<file path="config.mk">
export PLATFORM = sky130hd
export DESIGN_NAME = uart_tx_fifo
export DESIGN_NICKNAME = d
export VERILOG_FILES = /design/src/rtl/uart_pkg.sv /design/src/rtl/uart_sync_fifo.sv /design/src/rtl/uart_tx_fifo.sv
export SDC_FILE = /design/constraint.sdc
export NUM_CORES = 1
export LEC_CHECK = 0
export ABC_AREA = 1
export BUFFER_PORTS_ARGS = -buffer_cell sky130_fd_sc_hd__buf_2
export CELL_PAD_IN_SITES_DETAIL_PLACEMENT = 0
export CELL_PAD_IN_SITES_GLOBAL_PLACEMENT = 1
export CORE_MARGIN = 2
export CORE_UTILIZATION = 25
export CTS_CLUSTER_SIZE = 20
export DETAILED_ROUTE_END_ITERATION = 8
export PLACE_DENSITY_LB_ADDON = 0.1
export SYNTH_ARGS = -nofsm -noshare
export SYNTH_HDL_FRONTEND = slang
export SYNTH_SLANG_ARGS = --single-unit
</file>
<file path="constraint.sdc">
create_clock -name clk -period 5.2 [get_ports clk]
set_clock_uncertainty 0.05 [all_clocks]
set_input_delay 1.04 -clock clk [delete_from_list [all_inputs] [get_ports clk]]
set_output_delay 1.04 -clock clk [all_outputs]
set_load 0.02 [all_outputs]
</file>
<file path="src/rtl/uart_pkg.sv">
// Shared definitions for the UART transmitter (and the future receiver):
// FSM state encodings, word-length codes, parity and stop-length helpers.
package uart_pkg;

   localparam logic [2:0] ST_IDLE   = 3'd0;
   localparam logic [2:0] ST_START  = 3'd1;
   localparam logic [2:0] ST_DATA   = 3'd2;
   localparam logic [2:0] ST_PARITY = 3'd3;
   localparam logic [2:0] ST_STOP   = 3'd4;

   localparam logic [1:0] WLS_5 = 2'd0;
   localparam logic [1:0] WLS_6 = 2'd1;
   localparam logic [1:0] WLS_7 = 2'd2;
   localparam logic [1:0] WLS_8 = 2'd3;

   function automatic logic [7:0] wls_mask(input logic [1:0] wls);
      logic [7:0] m;
      case (wls)
         WLS_5:   m = 8'h1F;
         WLS_6:   m = 8'h3F;
         WLS_7:   m = 8'h7F;
         default: m = 8'hFF;
      endcase
      return m;
   endfunction

   // Stick parity overrides the data-derived value with the constant ~eps.
   function automatic logic parity_bit(input logic [7:0] data,
                                       input logic [1:0] wls,
                                       input logic       eps,
                                       input logic       sp);
      logic x;
      x = ^(data & wls_mask(wls));
      if (sp) return ~eps;
      return eps ? x : ~x;
   endfunction

   function automatic int stop_ticks(input int         oversample,
                                     input logic       stb,
                                     input logic [1:0] wls);
      if (!stb) return oversample;
      if (wls == WLS_5) return oversample + oversample / 2;
      return 2 * oversample;
   endfunction

endpackage

</file>
<file path="src/rtl/uart_sync_fifo.sv">
// Single-clock FIFO with first-word-fall-through read, push/pop/clear and
// occupancy flags. Clear dominates a simultaneous push or pop.
module uart_sync_fifo
   import uart_pkg::*;
#(
   parameter int WIDTH = 8,
   parameter int DEPTH = 16,
   parameter int CNT_W = $clog2(DEPTH + 1)
) (
   input  logic             clk,
   input  logic             rst_n,
   input  logic             push,
   input  logic [WIDTH-1:0] wr_data,
   input  logic             pop,
   output logic [WIDTH-1:0] rd_data,
   input  logic             clear,
   output logic [CNT_W-1:0] count,
   output logic             empty,
   output logic             full
);

   localparam int ADDR_W = (DEPTH > 1) ? $clog2(DEPTH) : 1;

   logic [WIDTH-1:0]  mem [DEPTH];
   logic [ADDR_W-1:0] wr_ptr_reg;
   logic [ADDR_W-1:0] rd_ptr_reg;
   logic [CNT_W-1:0]  count_reg;
   logic              push_ok;
   logic              pop_ok;

   assign full    = (count_reg == CNT_W'(DEPTH));
   assign empty   = (count_reg == '0);
   assign count   = count_reg;
   // A full FIFO refuses a push even when a pop frees a slot in the same cycle.
   assign push_ok = push && !full && !clear;
   assign pop_ok  = pop && !empty && !clear;
   assign rd_data = mem[rd_ptr_reg];

   always_ff @(posedge clk) begin
      if (push_ok) begin
         mem[wr_ptr_reg] <= wr_data;
      end
   end

   always_ff @(posedge clk) begin
      if (!rst_n || clear) begin
         wr_ptr_reg <= '0;
         rd_ptr_reg <= '0;
         count_reg  <= '0;
      end else begin
         if (push_ok) begin
            wr_ptr_reg <= wr_ptr_reg + ADDR_W'(1);
         end
         if (pop_ok) begin
            rd_ptr_reg <= rd_ptr_reg + ADDR_W'(1);
         end
         case ({push_ok, pop_ok})
            2'b10:   count_reg <= count_reg + CNT_W'(1);
            2'b01:   count_reg <= count_reg - CNT_W'(1);
            default: count_reg <= count_reg;
         endcase
      end
   end

endmodule

</file>
<file path="src/rtl/uart_tx_fifo.sv">
// UART transmitter with transmit FIFO, 16550-style line control, back-to-back
// framing and break; all line activity is paced by the external oversample tick.
module uart_tx_fifo
   import uart_pkg::*;
#(
   parameter int OVERSAMPLE = 16,
   parameter int FIFO_DEPTH = 16,
   parameter int CNT_W      = $clog2(FIFO_DEPTH + 1)
) (
   input  logic             clk,
   input  logic             rst_n,
   input  logic             tick_en,
   input  logic [7:0]       wr_data,
   input  logic             wr_valid,
   output logic             wr_ready,
   input  logic             fifo_clear,
   input  logic [1:0]       lcr_wls,
   input  logic             lcr_stb,
   input  logic             lcr_pen,
   input  logic             lcr_eps,
   input  logic             lcr_sp,
   input  logic             lcr_brk,
   output logic             tx,
   output logic             tx_busy,
   output logic             tx_done,
   output logic             fifo_empty,
   output logic             fifo_full,
   output logic [CNT_W-1:0] fifo_count
);

   // Wide enough for the longest interval, two stop bits.
   localparam int                TCNT_W   = $clog2(2 * OVERSAMPLE);
   localparam logic [TCNT_W-1:0] BIT_LAST = TCNT_W'(OVERSAMPLE - 1);

   logic [2:0]        state_reg;
   logic [TCNT_W-1:0] tcnt_reg;
   logic [2:0]        bit_idx_reg;
   logic [7:0]        data_reg;
   logic [1:0]        wls_reg;
   logic              stb_reg;
   logic              pen_reg;
   logic              par_reg;
   logic              tx_q_reg;
   logic              busy_reg;
   logic              done_reg;

   logic [7:0]        fifo_rd_data;
   logic              fifo_pop;
   logic              bit_end;
   logic              stop_end;
   logic [TCNT_W-1:0] stop_last;
   logic [2:0]        last_data_idx;

   uart_sync_fifo #(
      .WIDTH (8),
      .DEPTH (FIFO_DEPTH),
      .CNT_W (CNT_W)
   ) u_fifo (
      .clk     (clk),
      .rst_n   (rst_n),
      .push    (wr_valid),
      .wr_data (wr_data),
      .pop     (fifo_pop),
      .rd_data (fifo_rd_data),
      .clear   (fifo_clear),
      .count   (fifo_count),
      .empty   (fifo_empty),
      .full    (fifo_full)
   );

   assign wr_ready      = !fifo_full;
   assign bit_end       = (tcnt_reg == BIT_LAST);
   assign last_data_idx = {1'b0, wls_reg} + 3'd4;
   assign stop_last     = TCNT_W'(stop_ticks(OVERSAMPLE, stb_reg, wls_reg) - 1);
   assign stop_end      = tick_en && (state_reg == ST_STOP) && (tcnt_reg == stop_last);

   // A new frame starts from IDLE or straight out of the last stop tick.
   assign fifo_pop = tick_en && !fifo_empty &&
                     ((state_reg == ST_IDLE) || stop_end);

   always_ff @(posedge clk) begin
      if (!rst_n) begin
         state_reg   <= ST_IDLE;
         tcnt_reg    <= '0;
         bit_idx_reg <= '0;
         data_reg    <= '0;
         wls_reg     <= WLS_5;
         stb_reg     <= 1'b0;
         pen_reg     <= 1'b0;
         par_reg     <= 1'b0;
         tx_q_reg    <= 1'b1;
         busy_reg    <= 1'b0;
         done_reg    <= 1'b0;
      end else begin
         done_reg <= stop_end;
         if (fifo_pop) begin
            // Line control is frozen here for the whole frame.
            data_reg    <= fifo_rd_data;
            wls_reg     <= lcr_wls;
            stb_reg     <= lcr_stb;
            pen_reg     <= lcr_pen;
            par_reg     <= parity_bit(fifo_rd_data, lcr_wls, lcr_eps, lcr_sp);
            tx_q_reg    <= 1'b0;
            tcnt_reg    <= '0;
            bit_idx_reg <= '0;
            busy_reg    <= 1'b1;
            state_reg   <= ST_START;
         end else if (tick_en) begin
            case (state_reg)
               ST_IDLE: begin
                  tx_q_reg <= 1'b1;
               end
               ST_START: begin
                  if (bit_end) begin
                     tcnt_reg    <= '0;
                     bit_idx_reg <= '0;
                     tx_q_reg    <= data_reg[0];
                     state_reg   <= ST_DATA;
                  end else begin
                     tcnt_reg <= tcnt_reg + TCNT_W'(1);
                  end
               end
               ST_DATA: begin
                  if (bit_end) begin
                     tcnt_reg <= '0;
                     if (bit_idx_reg == last_data_idx) begin
                        if (pen_reg) begin
                           tx_q_reg  <= par_reg;
                           state_reg <= ST_PARITY;
                        end else begin
                           tx_q_reg  <= 1'b1;
                           state_reg <= ST_STOP;
                        end
                     end else begin
                        bit_idx_reg <= bit_idx_reg + 3'd1;
                        tx_q_reg    <= data_reg[bit_idx_reg + 3'd1];
                     end
                  end else begin
                     tcnt_reg <= tcnt_reg + TCNT_W'(1);
                  end
               end
               ST_PARITY: begin
                  if (bit_end) begin
                     tcnt_reg  <= '0;
                     tx_q_reg  <= 1'b1;
                     state_reg <= ST_STOP;
                  end else begin
                     tcnt_reg <= tcnt_reg + TCNT_W'(1);
                  end
               end
               ST_STOP: begin
                  if (tcnt_reg == stop_last) begin
                     tcnt_reg  <= '0;
                     busy_reg  <= 1'b0;
                     state_reg <= ST_IDLE;
                  end else begin
                     tcnt_reg <= tcnt_reg + TCNT_W'(1);
                  end
               end
               default: begin
                  tx_q_reg  <= 1'b1;
                  busy_reg  <= 1'b0;
                  state_reg <= ST_IDLE;
               end
            endcase
         end
      end
   end

   // Break overrides the pin only; the frame machinery keeps running.
   assign tx      = tx_q_reg & ~lcr_brk;
   assign tx_busy = busy_reg;
   assign tx_done = done_reg;

endmodule

</file>
==> parameters.txt <==
Parameter                              Value

Run status
  Outcome ... finished, final reports clean

GRT
  Overall fraction of global-route tracks in use ... 14.51%
  Largest net degree at the start of global routing ... 67
  Via count of the first global-routing pass ... 5,829
  Total congestion overflow after global routing ... 0
  Number of antenna violations at the first check in global routing ... 0
  First-pass GRT wire length ... 35.17 mm

Layout
  Fraction of layout cells with a size suffix above 1 ... 8.435%
  Area growth syn-to-layout ... 14.16%
  N_diodes ... 0
  Final standard cell area without fillers ... 8929 um^2
  Max reg flops ... 128
  # fillers ... 3,281
  Net count reported at finish ... 920

Power
  Leakage ... 3.673 nW
  Power per standard cell area ... 347.0 nW/um^2
  IR Drop Worst-Case VDD ... 0.0003153 V

Setup path
  Minimum setup slack among reg-to-reg paths ... 2.31 ns
  Depth of the worst register-to-register path ... 20
  Endpoint kind of the worst setup timing path ... flop
  Arrival time worst endpoint ... 3.21 ns
  Crit start category ... flop
  Reg-to-reg critical path startpoint ... tcnt_reg[0]$_SDFFE_PP0P_
  Type of the worst setup path ... flop to flop
  Required time at the worst-slack endpoint ... 5.52 ns
  Reg2reg end ... u_fifo.count[4]$_SDFFE_PP0P_
  Worst-path fanout max ... 14

Routing
  Antenna-violating nets left ... 0
  Routed wire length ... 22.69 mm
  Highest metal layer with signal wires ... met4
  Routed length per instance ... 17.50 um
  Residual DRC ... 0
  Met2 wirelength from detailed routing ... 10.86 mm
  Initial drt markers ... 345
  Routed met1 length ... 10.98 mm
  Post-detailed-route via-to-cell ratio ... 4.369
  Overall via count from detail_route ... 5,666
  WL met3 ... 527 um
  Pre-antenna DRT Iters ... 4

Placement
  Placer Congestion ... 0.7827
  Instance area at placement ... 8339 um^2
  HPWL after detailed placement ... 14.77 mm
  Number of I/O port buffers ... 30

Clock tree
  Clock-pin slew of the registers on the worst-case setup and hold paths ... 0.07 ns
  Clk sinks ... 172
  Deepest level of the CTS H-tree ... 4
  Buffer type at the clock tree root ... sky130_fd_sc_hd__clkbuf_16
  Cells resized by post-CTS repair ... 0
  Maximum count of clock buffers along a single path ... 2
  TritonCTS clock tree ... built
  Number of hold buffers added after CTS ... 0
  Number of post-CTS setup repair buffers ... 0
  Skew-Pair Late Insertion Delay ... 0.44 ns
  Number of buffers created by CTS ... 17

Synthesis
  Post-synth design cell area ... 7821 um^2
  Async set or reset register ratio after synthesis ... 0%
  Number of synthesized flops with an enable pin ... 128
  Netlist cell types ... 32
  Net count after synthesis ... 894
  Count of yosys warnings during synthesis ... 0
  Post-synthesis cell count ... 862
  Mean instance size in the synthesized netlist ... 9.073 um^2
  Dominant synthesized flop cell ... sky130_fd_sc_hd__edfxtp_1
  FF+latch count, synth ... 172
  Portion of the post-synthesis area used by sequential elements ... 60.41%

Timing
  Final Slew Violations ... 0
  Slew at the pin closest to its max-slew limit ... 0.7787 ns
  RSZ-0062 raised after global routing ... no
  Min Clock Period, post-route ... 2.891 ns
  Upper clock frequency limit ... 0.3459 GHz
  Sum of negative setup slack ... 0 ns
  Max-Slew Margin vs Limit ... 47.90%
  Hold violation count in the final report ... 0
  Part of the cycle the worst path needs ... 55.59%
  Final setup violation count ... 0

Hold path
  Classification of the worst-slack hold path ... flop to flop
  HP Start ... tcnt_reg[2]$_SDFFE_PP0P_
  Hold path endpoint ... tcnt_reg[2]$_SDFFE_PP0P_
  Depth of the worst hold-timing path ... 2

Floorplanning
  Number of core rows ... 64
  Area of the die ... 32,720 um^2
  Initial core utilization ... 25.50%
  Core region area ... 30,670 um^2
  Vertical die dimension ... 180.9 um
  I/O pin total ... 31
  Overall die width ... 180.9 um

Job
  Count of max-cap constraint violations ... 0
==> critical path: stages (launching register included) <==
cell                      delay, ns
sky130_fd_sc_hd__dfxtp_1       0.37
sky130_fd_sc_hd__ha_1          0.18
sky130_fd_sc_hd__nand2_1       0.10
sky130_fd_sc_hd__a21oi_1       0.12
sky130_fd_sc_hd__o21ai_1       0.07
sky130_fd_sc_hd__nor2_1        0.15
sky130_fd_sc_hd__nand2_1       0.11
sky130_fd_sc_hd__nand2_1       0.12
sky130_fd_sc_hd__nand2_2       0.18
sky130_fd_sc_hd__nor2_4        0.19
sky130_fd_sc_hd__ha_1          0.28
sky130_fd_sc_hd__xnor2_1       0.14
sky130_fd_sc_hd__inv_1         0.07
sky130_fd_sc_hd__ha_1          0.17
sky130_fd_sc_hd__inv_1         0.05
sky130_fd_sc_hd__nand2_1       0.07
sky130_fd_sc_hd__nand2_1       0.09
sky130_fd_sc_hd__nand3_1       0.08
sky130_fd_sc_hd__nand2_1       0.08
sky130_fd_sc_hd__nand2_1       0.04
sky130_fd_sc_hd__a21oi_1       0.12
==> cells by family after synthesis <==
group	count (synthesis)	synth area share [%]
xor gates and xnor gates	7	0.7839
adders and majority gates	12	1.920
and+or+nand+nor	427	22.44
DFF	172	60.41
buffers and inverters	152	8.031
AOI/OAI and AO/OA	92	6.415
==> synthesized netlist by cell type (3+ instances only) <==
cell type,n,area (um^2)
sky130_fd_sc_hd__inv_2,7,26.28
sky130_fd_sc_hd__xnor2_1,4,35.03
sky130_fd_sc_hd__clkbuf_1,4,15.01
sky130_fd_sc_hd__nand2_1,252,945.9
sky130_fd_sc_hd__buf_2,16,80.08
sky130_fd_sc_hd__edfxtp_1,128,3844
sky130_fd_sc_hd__o21ai_0,38,190.2
sky130_fd_sc_hd__o31ai_1,3,22.52
sky130_fd_sc_hd__dfxtp_1,44,880.8
sky130_fd_sc_hd__inv_1,118,442.9
sky130_fd_sc_hd__ha_1,12,150.1
sky130_fd_sc_hd__nand4_1,5,31.28
sky130_fd_sc_hd__buf_6,5,56.30
sky130_fd_sc_hd__xor2_1,3,26.28
sky130_fd_sc_hd__nor2_1,66,247.7
sky130_fd_sc_hd__nor3_1,5,25.02
sky130_fd_sc_hd__a21oi_1,36,180.2
sky130_fd_sc_hd__nand3_1,95,475.5
sky130_fd_sc_hd__a31oi_1,3,18.77
==> cell usage in the layout (no fill, tap or decap), drive strengths merged <==
cell and instances:
o2111ai 1, o21ai 40, a22oi 1, bufinv 2, a21oi 36, buf 34
o22ai 1, a31oi 3, clkbuf 19, o31ai 3, edfxtp 128, clkinv 3
inv 132, xor2 3, a211oi 2, a2111oi 1, o221ai 1, nand4 5
ha 12, nor2 67, nor3 5, nand2 253, o32ai 2, dfxtp 44
xnor2 4, or2 2, nand3 95, clkinvlp 1, o211ai 1
==> cell type report <==
cell class | instances | area (um^2) | area share (%)
well taps | 396 | 495.5 | 5.549
inverters | 125 | 469.2 | 5.255
clock buffers | 19 | 432.9 | 4.849
repair buffers | 34 | 180.2 | 2.018
multi-input cells | 538 | 2469 | 27.65
flip-flops and latches | 172 | 4726 | 52.93
clock inverters | 13 | 156.4 | 1.752
==> worst max-delay path by stage <==
stage	from	endpoint	slack, ns	cells past startpoint
after floorplan	tick_en	u_fifo.count[4]$_SDFFE_PP0P_	2.62	16
after global placement	fifo_clear	u_fifo.mem[8][1]$_DFFE_PP_	2.07	6
after detailed placement	fifo_clear	u_fifo.mem[9][2]$_DFFE_PP_	2.03	6
after CTS	flop	par_reg$_SDFFE_PN0P_	2.21	15
after global routing	tcnt_reg[0]$_SDFFE_PP0P_	u_fifo.count[4]$_SDFFE_PP0P_	1.82	20
final	tcnt_reg[0]$_SDFFE_PP0P_	u_fifo.count[4]$_SDFFE_PP0P_	2.31	20
==> layer usage <==
layer,track usage [%],up-vias
met5,0,-
met4,4.839,0
met3,2.741,17
met2,23.95,69
met1,19.08,2706
li1,-,2874
==> report_power, final <==
group | total (mW) | internal (mW) | switching, mW | leakage, nW
Clock | 1.33 | 0.724 | 0.605 | 0.287
Combinational | 0.255 | 0.0708 | 0.184 | 1.87
Sequential | 1.52 | 1.50 | 0.0183 | 1.51
==> stage by stage <==
step	instances	power, mW	worst slack, ns	util (%)	hold WS [ns]
finish	1297	3.099	2.309	29.11	0.4310
global route	1297	3.246	1.825	29.11	0.4454
CTS	1297	3.150	2.211	29.11	0.4325
detailed placement	1265	1.809	2.029	27.19	0.4218
global placement	1265	1.814	2.069	27.19	0.4272
floorplan	862	1.706	2.624	-	0.3946
No activity file was read; power rests on OpenSTA's default activity.
